--- config.mk ---
export PLATFORM = sky130hd
export DESIGN_NAME = ttm4_sequencer
export DESIGN_NICKNAME = d
export VERILOG_FILES = /design/src/rtl/ttm4_sequencer.sv
export SDC_FILE = /design/constraint.sdc
export NUM_CORES = 1
export LEC_CHECK = 0
export BUFFER_PORTS_ARGS = -buffer_cell sky130_fd_sc_hd__buf_2
export CORE_AREA = 3 3 63 65
export DETAILED_ROUTE_END_ITERATION = 7
export DIE_AREA = 0 0 66 68
export SETUP_SLACK_MARGIN = 0.1
export SYNTH_ARGS = -nofsm -noshare
export SYNTH_HDL_FRONTEND = slang
export SYNTH_SLANG_ARGS = --single-unit
--- constraint.sdc ---
create_clock -name CLK -period 5.45 [get_ports CLK]
set_input_delay 0.8175 -clock CLK [delete_from_list [all_inputs] [get_ports CLK]]
set_output_delay 0.8175 -clock CLK [all_outputs]
set_load 0.01 [all_outputs]
--- src/rtl/ttm4_sequencer.sv ---
// TTM4 fetch/decode/execute sequencer: three-cycle FETCH -> EXEC -> WRITE control of the A/B/OUT registers.
// Optional single-step mode is enabled with `define TTM4_STEP_EN (adds the STEP input).
module ttm4_sequencer (
  input  logic       CLK,
  input  logic       RST,
  output logic [3:0] ROM_ADDR,
  input  logic [7:0] ROM_DATA,
  input  logic [3:0] LOADBUS,
  output logic [3:0] STOREBUS,
  output logic       nA_OUT,
  output logic       nB_OUT,
  output logic       nIN_OUT,
  output logic       nA_ST,
  output logic       nB_ST,
  output logic       nOUT_ST,
  output logic       CFLAG,
`ifdef TTM4_STEP_EN
  input  logic       STEP,
`endif
  output logic [1:0] dbg_state
);

  // Handshake: there is none; every enable and strobe is a registered level that
  // changes only on CLK, and a strobe low during WRITE means "load on the edge ending WRITE".

  typedef enum logic [1:0] {FETCH = 2'd0, EXEC = 2'd1, WRITE = 2'd2} state_t;
  typedef enum logic [1:0] {SRC_NONE, SRC_A, SRC_B, SRC_IN} src_t;
  typedef enum logic [1:0] {DST_NONE, DST_A, DST_B, DST_OUT} dst_t;
  typedef enum logic [1:0] {K_ALU, K_NOP, K_JNC, K_JMP} kind_t;

  typedef struct packed {
    dst_t  dst;
    logic  im_zero;
    kind_t kind;
  } dec_t;

  function automatic src_t src_of(input logic [3:0] op);
    case (op)
      4'b0000, 4'b0100: src_of = SRC_A;
      4'b0001, 4'b0101, 4'b1001: src_of = SRC_B;
      4'b0010, 4'b0110: src_of = SRC_IN;
      default: src_of = SRC_NONE;
    endcase
  endfunction

  function automatic dec_t decode(input logic [3:0] op);
    dec_t d;
    d.dst     = DST_NONE;
    d.im_zero = 1'b0;
    d.kind    = K_ALU;
    case (op)
      4'b0000, 4'b0011: d.dst = DST_A;
      4'b0001, 4'b0010: begin
        d.dst     = DST_A;
        d.im_zero = 1'b1;
      end
      4'b0100, 4'b0101, 4'b0111: d.dst = DST_B;
      4'b0110: begin
        d.dst     = DST_B;
        d.im_zero = 1'b1;
      end
      4'b1001: begin
        d.dst     = DST_OUT;
        d.im_zero = 1'b1;
      end
      4'b1011: d.dst = DST_OUT;
      4'b1110: d.kind = K_JNC;
      4'b1111: d.kind = K_JMP;
      default: d.kind = K_NOP;
    endcase
    return d;
  endfunction

  state_t     state;
  logic [3:0] pc;
  logic [7:0] ir;
  logic [3:0] sum;
  logic       carry;
  logic       cflag;

  dec_t       dec;
  src_t       ir_src;
  src_t       rom_src;
  logic [3:0] src_val;
  logic [3:0] im_val;
  logic [4:0] sum_next;
  logic [3:0] pc_next;
  logic       cflag_next;
  logic       go;

`ifdef TTM4_STEP_EN
  assign go = STEP;
`else
  assign go = 1'b1;
`endif

  assign dec     = decode(ir[7:4]);
  assign ir_src  = src_of(ir[7:4]);
  assign rom_src = src_of(ROM_DATA[7:4]);

  // A "none" source ignores LOADBUS entirely; forced-zero IM keeps moves carry-free.
  always_comb begin
    src_val  = (ir_src == SRC_NONE) ? 4'd0 : LOADBUS;
    im_val   = dec.im_zero ? 4'd0 : ir[3:0];
    sum_next = {1'b0, src_val} + {1'b0, im_val};
  end

  always_comb begin
    pc_next    = pc + 4'd1;
    cflag_next = cflag;
    case (dec.kind)
      K_ALU: cflag_next = carry;
      K_JMP: begin
        pc_next    = ir[3:0];
        cflag_next = 1'b0;
      end
      K_JNC: begin
        if (!cflag) pc_next = ir[3:0];
        cflag_next = 1'b0;
      end
      default: ;
    endcase
  end

  always_ff @(posedge CLK or posedge RST) begin
    if (RST) begin
      state   <= FETCH;
      pc      <= 4'd0;
      ir      <= 8'd0;
      sum     <= 4'd0;
      carry   <= 1'b0;
      cflag   <= 1'b0;
      nA_OUT  <= 1'b1;
      nB_OUT  <= 1'b1;
      nIN_OUT <= 1'b1;
      nA_ST   <= 1'b1;
      nB_ST   <= 1'b1;
      nOUT_ST <= 1'b1;
    end else begin
      case (state)
        FETCH: begin
          // Enables are decoded from ROM_DATA here so they are low for all of EXEC.
          if (go) begin
            ir      <= ROM_DATA;
            nA_OUT  <= (rom_src != SRC_A);
            nB_OUT  <= (rom_src != SRC_B);
            nIN_OUT <= (rom_src != SRC_IN);
            state   <= EXEC;
          end
        end
        EXEC: begin
          nA_OUT  <= 1'b1;
          nB_OUT  <= 1'b1;
          nIN_OUT <= 1'b1;
          sum     <= sum_next[3:0];
          carry   <= sum_next[4];
          nA_ST   <= (dec.dst != DST_A);
          nB_ST   <= (dec.dst != DST_B);
          nOUT_ST <= (dec.dst != DST_OUT);
          state   <= WRITE;
        end
        WRITE: begin
          nA_ST   <= 1'b1;
          nB_ST   <= 1'b1;
          nOUT_ST <= 1'b1;
          pc      <= pc_next;
          cflag   <= cflag_next;
          state   <= FETCH;
        end
        default: state <= FETCH;
      endcase
    end
  end

  assign ROM_ADDR  = pc;
  assign STOREBUS  = sum;
  assign CFLAG     = cflag;
  assign dbg_state = state;

endmodule

==> flow_summary_export.csv, run 1 <==
group,metric,value,unit
grt,grt_pass1_wl,4770,µm
critical_path,cp.required,5.67,ns
cts,ctsHtreeMaxLevel,1,
critical_path,r2r_start,"ir[6]",
floorplan,io_pins,31,
detailed_routing,dr.pass1.iters,4,
sta,max_freq,455,MHz
floorplan,die-width,66,µm
floorplan,dieHeight,68,µm
job,drv_cap,0,
critical_path,r2r_slack,3.25,ns
detailed_routing,wirelength,2740,µm
detailed_routing,drt-vias-per-instance,5.02,
worst_hold_path,hp-start,"nB_ST",
place,hpwl,2100,µm
yosys,synth_cells,131,
place,io_buffers,30,
yosys,ys_top_cells_by_area,"dfrtp_1 36%, dfstp_2 11%, ha_1 7.3%",
place,gp_congestion,0.793,
floorplan,dieArea,4490,µm²
critical_path,critPathLaunch,"ir[6]",
worst_hold_path,min_path_type,"flip-flop to flip-flop",
sta,fin_tns_setup,0,ns
worst_hold_path,min_to,"nB_ST",
finish,nets,186,
yosys,synth.yosys.warnings,0,
yosys,synth_seq_area_share,47.7,%
grt,grt_usage,13.9,%
yosys,synth-seq-cells,26,
yosys,synth_top_area_share,36.3,%
finish,final_cell_mix,"30 x buf_2, 20 x dfrtp_1, 10 x inv_1, 10 x nor2_1",
cts,cts_num_sinks,26,
detailed_routing,drc,0,
floorplan,start_util,40.7,%
sta,fin_skew,0.00822,ns
finish,layout.cells.most_common,"buf_2",
floorplan,core-area,3390,µm²
sta,fin_crit_sh,40.3,%
yosys,synth_edf_count,0,
critical_path,arrival,2.42,ns
critical_path,endpoint_kind,"flip-flop",
finish,fill_cells,334,
cts,postCtsHoldBufs,0,
grt,grt_overflow_total,0,
finish,diodes,0,
finish,syn_to_final_growth,16.6,%
sta,layout_min_cycle_time,2.20,ns
grt,grt_antenna_before_repair,0,
detailed_routing,drt_iter0_drc,56,
sta,tightest_slew,0.981,ns
grt,grt_max_degree,27,
finish,fin_util,47.4,%
cts,postCtsResizedCells,0,
yosys,avgSynthCellArea,10.5,µm²
cts,cts_root_buf,"clkbuf_4",
floorplan,rows,21,
cts,cts_tree,"done",
critical_path,crit_fanout,8,
sta,relSlewSlack,34.5,%
place,place_area,1570,µm²
critical_path,r2r_cells,6,
finish,drive_above_1_share,31.5,%
detailed_routing,wl_per_cell,13.2,µm
finish,design_area,1610,µm²
outcome,outcome,"finished, final reports clean",
sta,rsz0062_at_grt,"no",
yosys,synth_ff_type,"dfrtp_1",
yosys,synthDistinctLibCells,38,
pwr,p_per_area,273,nW/µm²
worst_hold_path,min_path_cells,2,
critical_path,r2r_end,"STOREBUS[1]",
cts,clock_latency,0.32,ns
cts,cts_setup_buffers,0,
pwr,irDropWorstVdd,0.000118,V
yosys,synth_area_leader_cell,"dfrtp_1",
sta,hold_violations,0,
cts,clk_pin_slew_worst_paths,0.14,ns
detailed_routing,vias,1044,
grt,first_global_vias,1035,
critical_path,critPathKind,"flip-flop to flip-flop",
yosys,async_reset_ff_share,100,%
pwr,power_leakage,0.740,nW
critical_path,cp-start-kind,"flip-flop",
cts,clk_path_buf_depth,2,
yosys,syn-cell-area,1380,µm²
yosys,syn_nets,154,
sta,setup_viol_count_final,0,
detailed_routing,ant_nets,0,
sta,slew_violations,0,
cts,numCtsBuffers,3,
-- state kept, by name (all words and copies together) (netlist names), 2 cells and up --
signal	cells
ir	8
ROM_ADDR	4
STOREBUS	4
dbg_state	2
-- worst max-delay path by stage --
| stage | to |
|---|---|
| after detailed placement | carry |
| after CTS | STOREBUS[1] |
| final | STOREBUS[1] |
| after floorplan | carry |
| after global routing | carry |
| after global placement | carry |
-- critical path, cell delays in order (launching register included) --
cell      delay, ns
dfrtp_1        0.49
nand2b_1       0.21
a22oi_1        0.33
and2_1         0.19
ha_1           0.19
fa_1           0.42
mux2_2         0.27
-- logic make-up after synthesis --
family	synth area share, %
buffers and inverters	3.81
XOR/XNOR	0.635
AO/OA/AOI/OAI	16.3
adder cells (fa/ha/maj)	8.71
flip-flops	47.7
multiplexers	5.72
AND/OR/NAND/NOR	17.1
-- stage by stage --
step	power [mW]	hold slack, ns	setup WS (ns)	cells
global placement	0.341	0.486	3.27	204
finish	0.439	0.505	3.25	208
CTS	0.444	0.518	3.25	208
global route	0.469	0.527	3.07	208
detailed placement	0.346	0.495	3.23	204
floorplan	0.306	0.489	3.41	131
-- synth_stat cells, types with 2 or more instances --
master and instances:
a31oi_1 5, inv_1 10, ha_1 8, nand3_1 4, nand2b_1 3, o311ai_1 2
buf_2 3, nand2_1 7, dfstp_2 6, o21ai_0 4, a21oi_1 6, o21bai_1 2
dfrtp_1 20, nor2b_1 3, a41oi_1 2, and2_1 8, a21o_1 2, nor2_1 10
mux2_2 7
-- power breakdown --
group	internal (mW)	switching, mW
Clock	0.0409	0.0578
Combinational	0.0524	0.0526
Sequential	0.216	0.0198
-- metal layers --
layer  up-vias  global-route usage [%]  part of all wire [%]  routed length (µm)
met3         2                    2.79                   4.6                 127
met5         -                       0                     0                   0
met1       488                    18.7                    48                1330
li1        532                       -                     -                   -
met4         0                    3.81                  0.55                  15
met2        22                    23.0                    46                1270
-- area by class of cell --
cell class / count / area, µm² / area share, %
clock buffer: 4 / 36.3 / 2.26
sequential: 26 / 658 / 40.9
tap: 46 / 57.6 / 3.58
inverter: 10 / 37.5 / 2.33
multi-input combinational: 92 / 668 / 41.6
timing repair buffer: 30 / 150 / 9.34
Note: power is estimated with default switching activity, not from simulation.
==> run 2: changes to the inputs <==
Clock period 5.45 ns to 2.2 ns, I/O delays scaled along.
==> run 2 against run 1 <==
- critical path depth rose by 2
- wire length rose by 8.5%
- worst hold slack got worse by 0.48 ns
- non-clock buffer count rose by 6
- clock skew rose by 0.0078 ns
- sequential power rose by 150%
- via count rose by 6.1%
- first-iteration DRC count fell by 36%
- final cell count rose by 2.4%
- critical endpoint is now carry
==> flow_summary_export.csv, run 2 (synthesized netlist as in run 1, its figures left out) <==
group,metric,value,unit
critical_path,cp.required,2.38,ns
critical_path,slowest_delay,0.45,ns
sta,relSlewSlack,70.4,%
critical_path,endpoint_kind,"flip-flop",
cts,ctsHtreeMaxLevel,1,
cts,numCtsBuffers,3,
job,drv_cap,0,
place,dp_slack,0.121,ns
grt,first_global_vias,1070,
finish,largest_reg_flops,8,
critical_path,r2r_slack,0.20,ns
finish,seqCellArea,661,µm²
finish,fill_cells,328,
floorplan,dieHeight,68,µm
critical_path,r2r_start,"ir[5]",
floorplan,die-width,66,µm
floorplan,start_util,40.7,%
pwr,p_switching,0.317,mW
grt,grt_usage,14.6,%
cts,cts_tree,"done",
detailed_routing,drc,0,
floorplan,dieArea,4490,µm²
pwr,clock_power_share,18.8,%
sta,hold-worst-slack,0.0300,ns
critical_path,cp-start-kind,"flip-flop",
detailed_routing,wl_per_cell,14.0,µm
outcome,outcome,"finished, final reports clean",
cts,cts_root_buf,"clkbuf_4",
cts,clock_latency,0.32,ns
sta,slew_violations,0,
finish,drive_above_1_share,35.9,%
detailed_routing,ant_nets,0,
pwr,power_leakage,0.759,nW
sta,rsz0062_at_grt,"yes",
critical_path,critPathKind,"flip-flop to flip-flop",
grt,grt_antenna_before_repair,0,
grt,grt_max_degree,27,
detailed_routing,drt_iter0_drc,36,
cts,clk_path_buf_depth,2,
place,hpwl,2320,µm
critical_path,critPathSlowestCell,"dfrtp_2",
critical_path,critPathMostFrequentCell,"a21oi_1",
critical_path,crit_fanout,5,
finish,syn_to_final_growth,19.6,%
sta,layout_min_cycle_time,2.00,ns
place,io_buffers,30,
critical_path,cp_top_family,"adder cells",
cts,clk_pin_slew_worst_paths,0.14,ns
finish,final_cell_mix,"30 x buf_2, 18 x dfrtp_1, 10 x inv_1, 10 x nor2_1",
cts,postCtsHoldBufs,0,
detailed_routing,wirelength,2980,µm
detailed_routing,vias,1108,
worst_hold_path,min_path_type,"primary input to asynchronous set/reset pin",
detailed_routing,drt-vias-per-instance,5.20,
pwr,p_per_area,638,nW/µm²
sta,max_freq,500,MHz
finish,nets,192,
grt,grt_overflow_total,0,
sta,fin_ws,0.199,ns
critical_path,arrival,2.18,ns
sta,fin_skew,0.0160,ns
cts,cts_num_sinks,26,
pwr,p_sw_share,30.1,%
floorplan,io_pins,31,
grt,grt_pass1_wl,4950,µm
pwr,p_int,0.736,mW
sta,fin_tns_setup,0,ns
critical_path,crit_buf_inv,0,
floorplan,rows,21,
critical_path,r2r_end,"carry",
place,gp_congestion,0.817,
floorplan,core-area,3390,µm²
pwr,irDropWorstVdd,0.000396,V
finish,multiInputGateArea,676,µm²
critical_path,cp_cell_sequence,"nor3b_1 -> a31oi_1 -> and2_1 -> ha_1 -> fa_2 -> a21o_1 -> a21oi_1 -> a21oi_1",
detailed_routing,dr.pass1.iters,4,
finish,regMostFlops,"ir",
finish,layout.cells.most_common,"buf_2",
pwr,p_seq_share,55.1,%
sta,setup_viol_count_final,0,
sta,fin_crit_sh,90.9,%
pwr,p_comb_share,26.1,%
sta,hold_violations,0,
sta,tightest_slew,0.444,ns
finish,diodes,0,
critical_path,r2r_cells,8,
[run 2: repair_timing]
item / CTS / global route
setup endpoints to repair: 1 / 4
cloned: 0 / 0
gates resized for setup: 1 / 3
buffers inserted: 0 / 2
[run 2: worst min-delay path: cells and delay by family]
| kind | cells | cell delay [ns] |
|---|---|---|
| buf+inv | 3 | 0.43 |
[run 2: worst max path at each step]
stage          depth (start not counted)     to   from  slack (ns)
6_report                               8  carry  ir[5]        0.20
5_1_grt                                8  carry  ir[5]        0.07
4_1_cts                                8  carry  ir[4]        0.11
3_5_place_dp                           8  carry  ir[5]        0.12
3_3_place_gp                           8  carry  ir[4]        0.16
2_1_floorplan                          8  carry  ir[5]        0.27
[run 2: through the flow]
stage | util (%) | std cells | cell area [µm²] | power [mW]
finish | 48.7 | 213 | 1650 | 1.05
global route | 48.7 | 213 | 1650 | 1.13
CTS | 48.0 | 211 | 1630 | 1.07
detailed placement | 47.2 | 208 | 1600 | 0.866
global placement | 47.2 | 208 | 1600 | 0.850
floorplan | - | 131 | 1380 | 0.757
[run 2: layer usage]
| metal | track usage (%) | vias to the layer above | part of all wire [%] |
|---|---|---|---|
| li1 | - | 540 | - |
| met1 | 18.3 | 540 | 44 |
| met2 | 25.9 | 26 | 50 |
| met3 | 3.61 | 2 | 5.0 |
| met4 | 2.28 | 0 | 0.50 |
| met5 | 0 | - | 0 |
[run 2: final cells by class]
cell class,instances,share of cell area [%]
well taps,46,3.49
clock buffers,3,1.37
inverters,10,2.28
multi-input cells,92,41.0
flip-flops and latches,26,40.1
repair buffers,36,11.8
[run 2: power by group through the flow]
stage | clock, mW | combinational, mW | sequential (mW)
3_5_place_dp | 0 | 0.275 | 0.591
5_1_grt | 0.228 | 0.311 | 0.589
4_1_cts | 0.214 | 0.276 | 0.582
3_3_place_gp | 0 | 0.265 | 0.585
6_report | 0.198 | 0.275 | 0.580
2_1_floorplan | 0 | 0.150 | 0.607
